**config.mk**
```make
export PLATFORM = sky130hd
export DESIGN_NAME = tw_half
export DESIGN_NICKNAME = d
export VERILOG_FILES = /design/src/rtl/tw_half.sv
export SDC_FILE = /design/constraint.sdc
export NUM_CORES = 1
export LEC_CHECK = 0
export CORE_MARGIN = 10
export CORE_UTILIZATION = 26
export CTS_CLUSTER_DIAMETER = 30
export DETAILED_ROUTE_END_ITERATION = 8
export SLEW_MARGIN = 20
export SYNTH_ARGS = -nofsm -noshare
export SYNTH_HDL_FRONTEND = slang
export SYNTH_SLANG_ARGS = --single-unit
```
**constraint.sdc**
```tcl
create_clock -name clk -period 12.2 [get_ports clk]
set_input_delay 2.44 -clock clk [delete_from_list [all_inputs] [get_ports clk]]
set_output_delay 2.44 -clock clk [all_outputs]
set_load 0.02 [all_outputs]
```
**src/rtl/tw_half.sv**
```systemverilog
// Inverse-path twiddle scaler: divides complex samples by 2^SHIFT with round-half-up,
// behind a 2-stage valid/ready pipeline with frame marking and an inexact-sample counter.
module tw_half #(
    parameter int WIDTH     = 32,
    parameter int SHIFT     = 1,
    parameter int FRAME_LEN = 8,
    parameter int CNT_W     = 16
) (
    input  logic             clk,
    input  logic             rst,
    input  logic [WIDTH-1:0] in,
    input  logic [WIDTH-1:0] j_in,
    input  logic             in_valid,
    output logic             in_ready,
    output logic [WIDTH-1:0] out,
    output logic [WIDTH-1:0] j_out,
    output logic             out_valid,
    input  logic             out_ready,
    output logic             out_last,
    output logic [CNT_W-1:0] inexact_cnt,
    input  logic             cnt_clr
);

    localparam int FW = (FRAME_LEN > 1) ? $clog2(FRAME_LEN) : 1;
    localparam logic [FW-1:0] LAST_BEAT = FW'(FRAME_LEN - 1);
    localparam logic signed [WIDTH:0] HALF = (WIDTH + 1)'(1) << (SHIFT - 1);

    // One extra bit of headroom keeps the rounding add from wrapping at the positive limit.
    function automatic logic [WIDTH-1:0] round_shift(input logic [WIDTH-1:0] x);
        logic signed [WIDTH:0] sum;
        sum = $signed({x[WIDTH-1], x}) + HALF;
        sum = sum >>> SHIFT;
        return sum[WIDTH-1:0];
    endfunction

    logic             s1_valid;
    logic [WIDTH-1:0] s1_re;
    logic [WIDTH-1:0] s1_im;
    logic             s1_inexact;
    logic             s2_inexact;
    logic [FW-1:0]    frame_cnt;
    logic             s2_load;
    logic             in_fire;
    logic             out_fire;
    logic             sample_inexact;

    assign s2_load        = !out_valid || out_ready;
    assign in_ready       = !rst && (!s1_valid || s2_load);
    assign in_fire        = in_valid && in_ready;
    assign out_fire       = out_valid && out_ready;
    assign out_last       = out_valid && (frame_cnt == LAST_BEAT);
    assign sample_inexact = (|in[SHIFT-1:0]) || (|j_in[SHIFT-1:0]);

    always_ff @(posedge clk or posedge rst) begin
        if (rst) begin
            s1_valid   <= 1'b0;
            s1_re      <= '0;
            s1_im      <= '0;
            s1_inexact <= 1'b0;
        end else if (in_fire) begin
            s1_valid   <= 1'b1;
            s1_re      <= round_shift(in);
            s1_im      <= round_shift(j_in);
            s1_inexact <= sample_inexact;
        end else if (s2_load) begin
            s1_valid   <= 1'b0;
        end
    end

    // Output data only changes when a real beat moves in, so a stalled beat stays put.
    always_ff @(posedge clk or posedge rst) begin
        if (rst) begin
            out_valid  <= 1'b0;
            out        <= '0;
            j_out      <= '0;
            s2_inexact <= 1'b0;
        end else if (s2_load) begin
            out_valid <= s1_valid;
            if (s1_valid) begin
                out        <= s1_re;
                j_out      <= s1_im;
                s2_inexact <= s1_inexact;
            end
        end
    end

    always_ff @(posedge clk or posedge rst) begin
        if (rst) begin
            frame_cnt <= '0;
        end else if (out_fire) begin
            frame_cnt <= (frame_cnt == LAST_BEAT) ? '0 : frame_cnt + FW'(1);
        end
    end

    always_ff @(posedge clk or posedge rst) begin
        if (rst) begin
            inexact_cnt <= '0;
        end else if (cnt_clr) begin
            inexact_cnt <= '0;
        end else if (out_fire && s2_inexact && (inexact_cnt != '1)) begin
            inexact_cnt <= inexact_cnt + CNT_W'(1);
        end
    end

endmodule

```
==> results_dict.tcl <==
set metrics [dict create \
    fmax_ghz 0.1510 \
    die_area_mm2 0.03380 \
    endpoint_kind "primary output" \
    ff2ff_path_depth 5 \
    cellLeakagePower_nw 3.840 \
    skew_ns 0.006542 \
    port_buffers 151 \
    hold_viol_final 0 \
    core_area_mm2 0.02621 \
    die_h_um 183.8 \
    synth_top_area_share_pct 54.14 \
    slew_headroom_pct 31.65 \
    ys_seq_area_share_pct 54.14 \
    pwr_density_cell_mw_per_mm2 174.3 \
    yosysTopAreaCell "dfrtp_1" \
    hold_class "flip-flop to flip-flop" \
    gr-total-overflow 0 \
    synth.avg_cell_area_um2 10.97 \
    synth_area_mm2 0.006979 \
    clock_sinks 151 \
    tightest_slew_ns 1.025 \
    maxCapViolations 0 \
    cts-root-buf "clkbuf_16" \
    htreeDepth 4 \
    ant_nets 0 \
    postCtsResizedCells 0 \
    cts_buffer_depth 2 \
    critical_path_class "input port to primary output" \
    clk_latency_ns 0.41 \
    ys_ff_latch 151 \
    regToRegSetupSlack_ns 9.79 \
    cts_hold_buffers 0 \
    rows 59 \
    start_util_pct 26.63 \
    slew_violations 0 \
    hold_end "s1_im[2]" \
    ioPinCount 152 \
    regToRegEndpoint "s1_im[0]" \
    wl_per_cell_um 16.28 \
    syn_nets 710 \
    grt_max_degree 67 \
    hold_depth 2 \
    regToRegStartpoint "out_valid" \
    die_w_um 183.8 \
    outcome "finished, final reports clean" \
    drt-pass1-iter-count 4 \
    setup_violations 0 \
    rsz0062_at_grt "no" \
    finalWirelength_um 18400 \
    drive_above_1_share_pct 14.47 \
    required_ns 9.76 \
    crit_arrival_ns 4.18 \
    ir_drop_uv 96.49 \
    cp-start-kind "input port" \
    post-route-drc-count 0 \
    post-cts-setup-buffers 0 \
    netlist_top_cells_area "dfrtp_1, mux2_2, xor2_1, o21ai_0, nand2_1" \
    tritoncts "built" \
    vias 5107 \
    grt_pass1_wl_um 29910 \
    track_usage_pct 11.19 \
    path_clk_slew_ns 0.06 \
    worst_hold_slack_ns 0.4716 \
    diodes 0 \
    min_period_over_period_pct 54.28 \
    synthDistinctLibCells 36 \
    period_needed_ns 6.622 \
    crit_fanout 49 \
    nets 856 \
    syn_inst 636 \
    utilization_pct 36.01 \
    grt_pass1_vias 5313 \
    drt-initial-drc-count 200 \
    antenna_found_initial 1 \
    synth.yosys.warnings 0 \
    vias_per_cell 4.519 \
    setup_tns_ns 0 \
    dp_hpwl_um 13310 \
    cts_inserted_buffers 17 \
    place_congestion 0.8295 \
    hold_start "s1_im[2]" \
    area_delta_synth_final_pct 35.21 \
]
==> area by class of cell <==
type	instances	area (um^2)
clock buffer	17	425.4
clock inverter	15	171.4
fill	2574	16770
inverter	6	27.53
multi-input combinational	452	3080
sequential	151	3779
tap	335	419.2
timing repair buffer	154	1534
==> flip-flops by register name (all words and copies together), names as in the netlist <==
signal       count
j_out           32
s1_im           32
frame_cnt        3
s2_inexact       1
out             32
inexact_cnt     16
s1_inexact       1
out_valid        1
s1_valid         1
s1_re           32
==> layer usage <==
layer | vias to the layer above | share of wire (%) | GRT usage, %
met2 | 121 | 46 | 17.13
met4 | 2 | 0.93 | 2.753
met5 | - | 0.054 | 0
met1 | 2449 | 45 | 14.03
met3 | 11 | 8.4 | 5.079
li1 | 2524 | - | -
==> through the flow <==
stage               instances  setup WS (ns)  area [um^2]  power [W]
floorplan                 636          3.718         6979  0.0008941
global placement         1098          5.534         8840   0.001120
finish                   1130          5.578         9437   0.001645
CTS                      1130          5.535         9437   0.001680
detailed placement       1098          5.542         8840   0.001129
global route             1130          5.432         9437   0.001743
==> how the worst max path moves through the flow <==
stage               from        to  slack, ns  cells past startpoint
floorplan            rst  in_ready       3.72                      2
global placement     rst  in_ready       5.53                      4
detailed placement   rst  in_ready       5.54                      4
CTS                  rst  in_ready       5.54                      4
global route         rst  in_ready       5.43                      4
finish               rst  in_ready       5.58                      4
==> power breakdown <==
group / internal, W / switching [W] / total, W
Clock: 0.000307 / 0.000230 / 0.000537
Combinational: 0.000225 / 0.000210 / 0.000435
Sequential: 0.000611 / 0.0000612 / 0.000672
==> critical path, cell delays in order <==
cell             delay (ns)
clkdlybuf4s50_1        0.47
inv_6                  0.35
o21a_1                 0.26
clkdlybuf4s50_1        0.63
==> Yosys cell counts (all sizes together) <==
master  number
ha           5
xor2        50
inv          6
and3         9
or3          5
o21a         1
mux2i        1
nand4       32
or2          1
nor3        10
xnor2       21
nand2b       1
nor4b        2
nand3       35
nand4b       2
and2         4
a211oi       1
buf         10
nand2       87
mux2        69
nor4         9
nor2        27
dfrtp      151
o21ai       69
a21oi        3
and4         6
nor2b        1
clkbuf      17
a21o         1
==> cell usage in the layout, fill, tap and decap left out, types with 6 or more instances in the layout <==
cell type / instances
xnor2_1: 21
mux2_2: 69
xor2_1: 50
and4_1: 6
nand4_1: 31
nand2_1: 85
o21ai_0: 69
clkbuf_16: 17
nor2_1: 27
dfrtp_1: 151
nand3_1: 35
clkdlybuf4s50_1: 151
and3_1: 9
nor3_1: 9
==> kinds of logic after synthesis <==
group,share of synthesized area (%)
xor gates and xnor gates,8.910
muxes,11.28
adders and majority gates,0.8964
DFF,54.14
and+or+nand+nor,17.35
AOI/OAI and AO/OA,5.486
buffers and inverters,1.936
(Power assumes the default switching activity.)
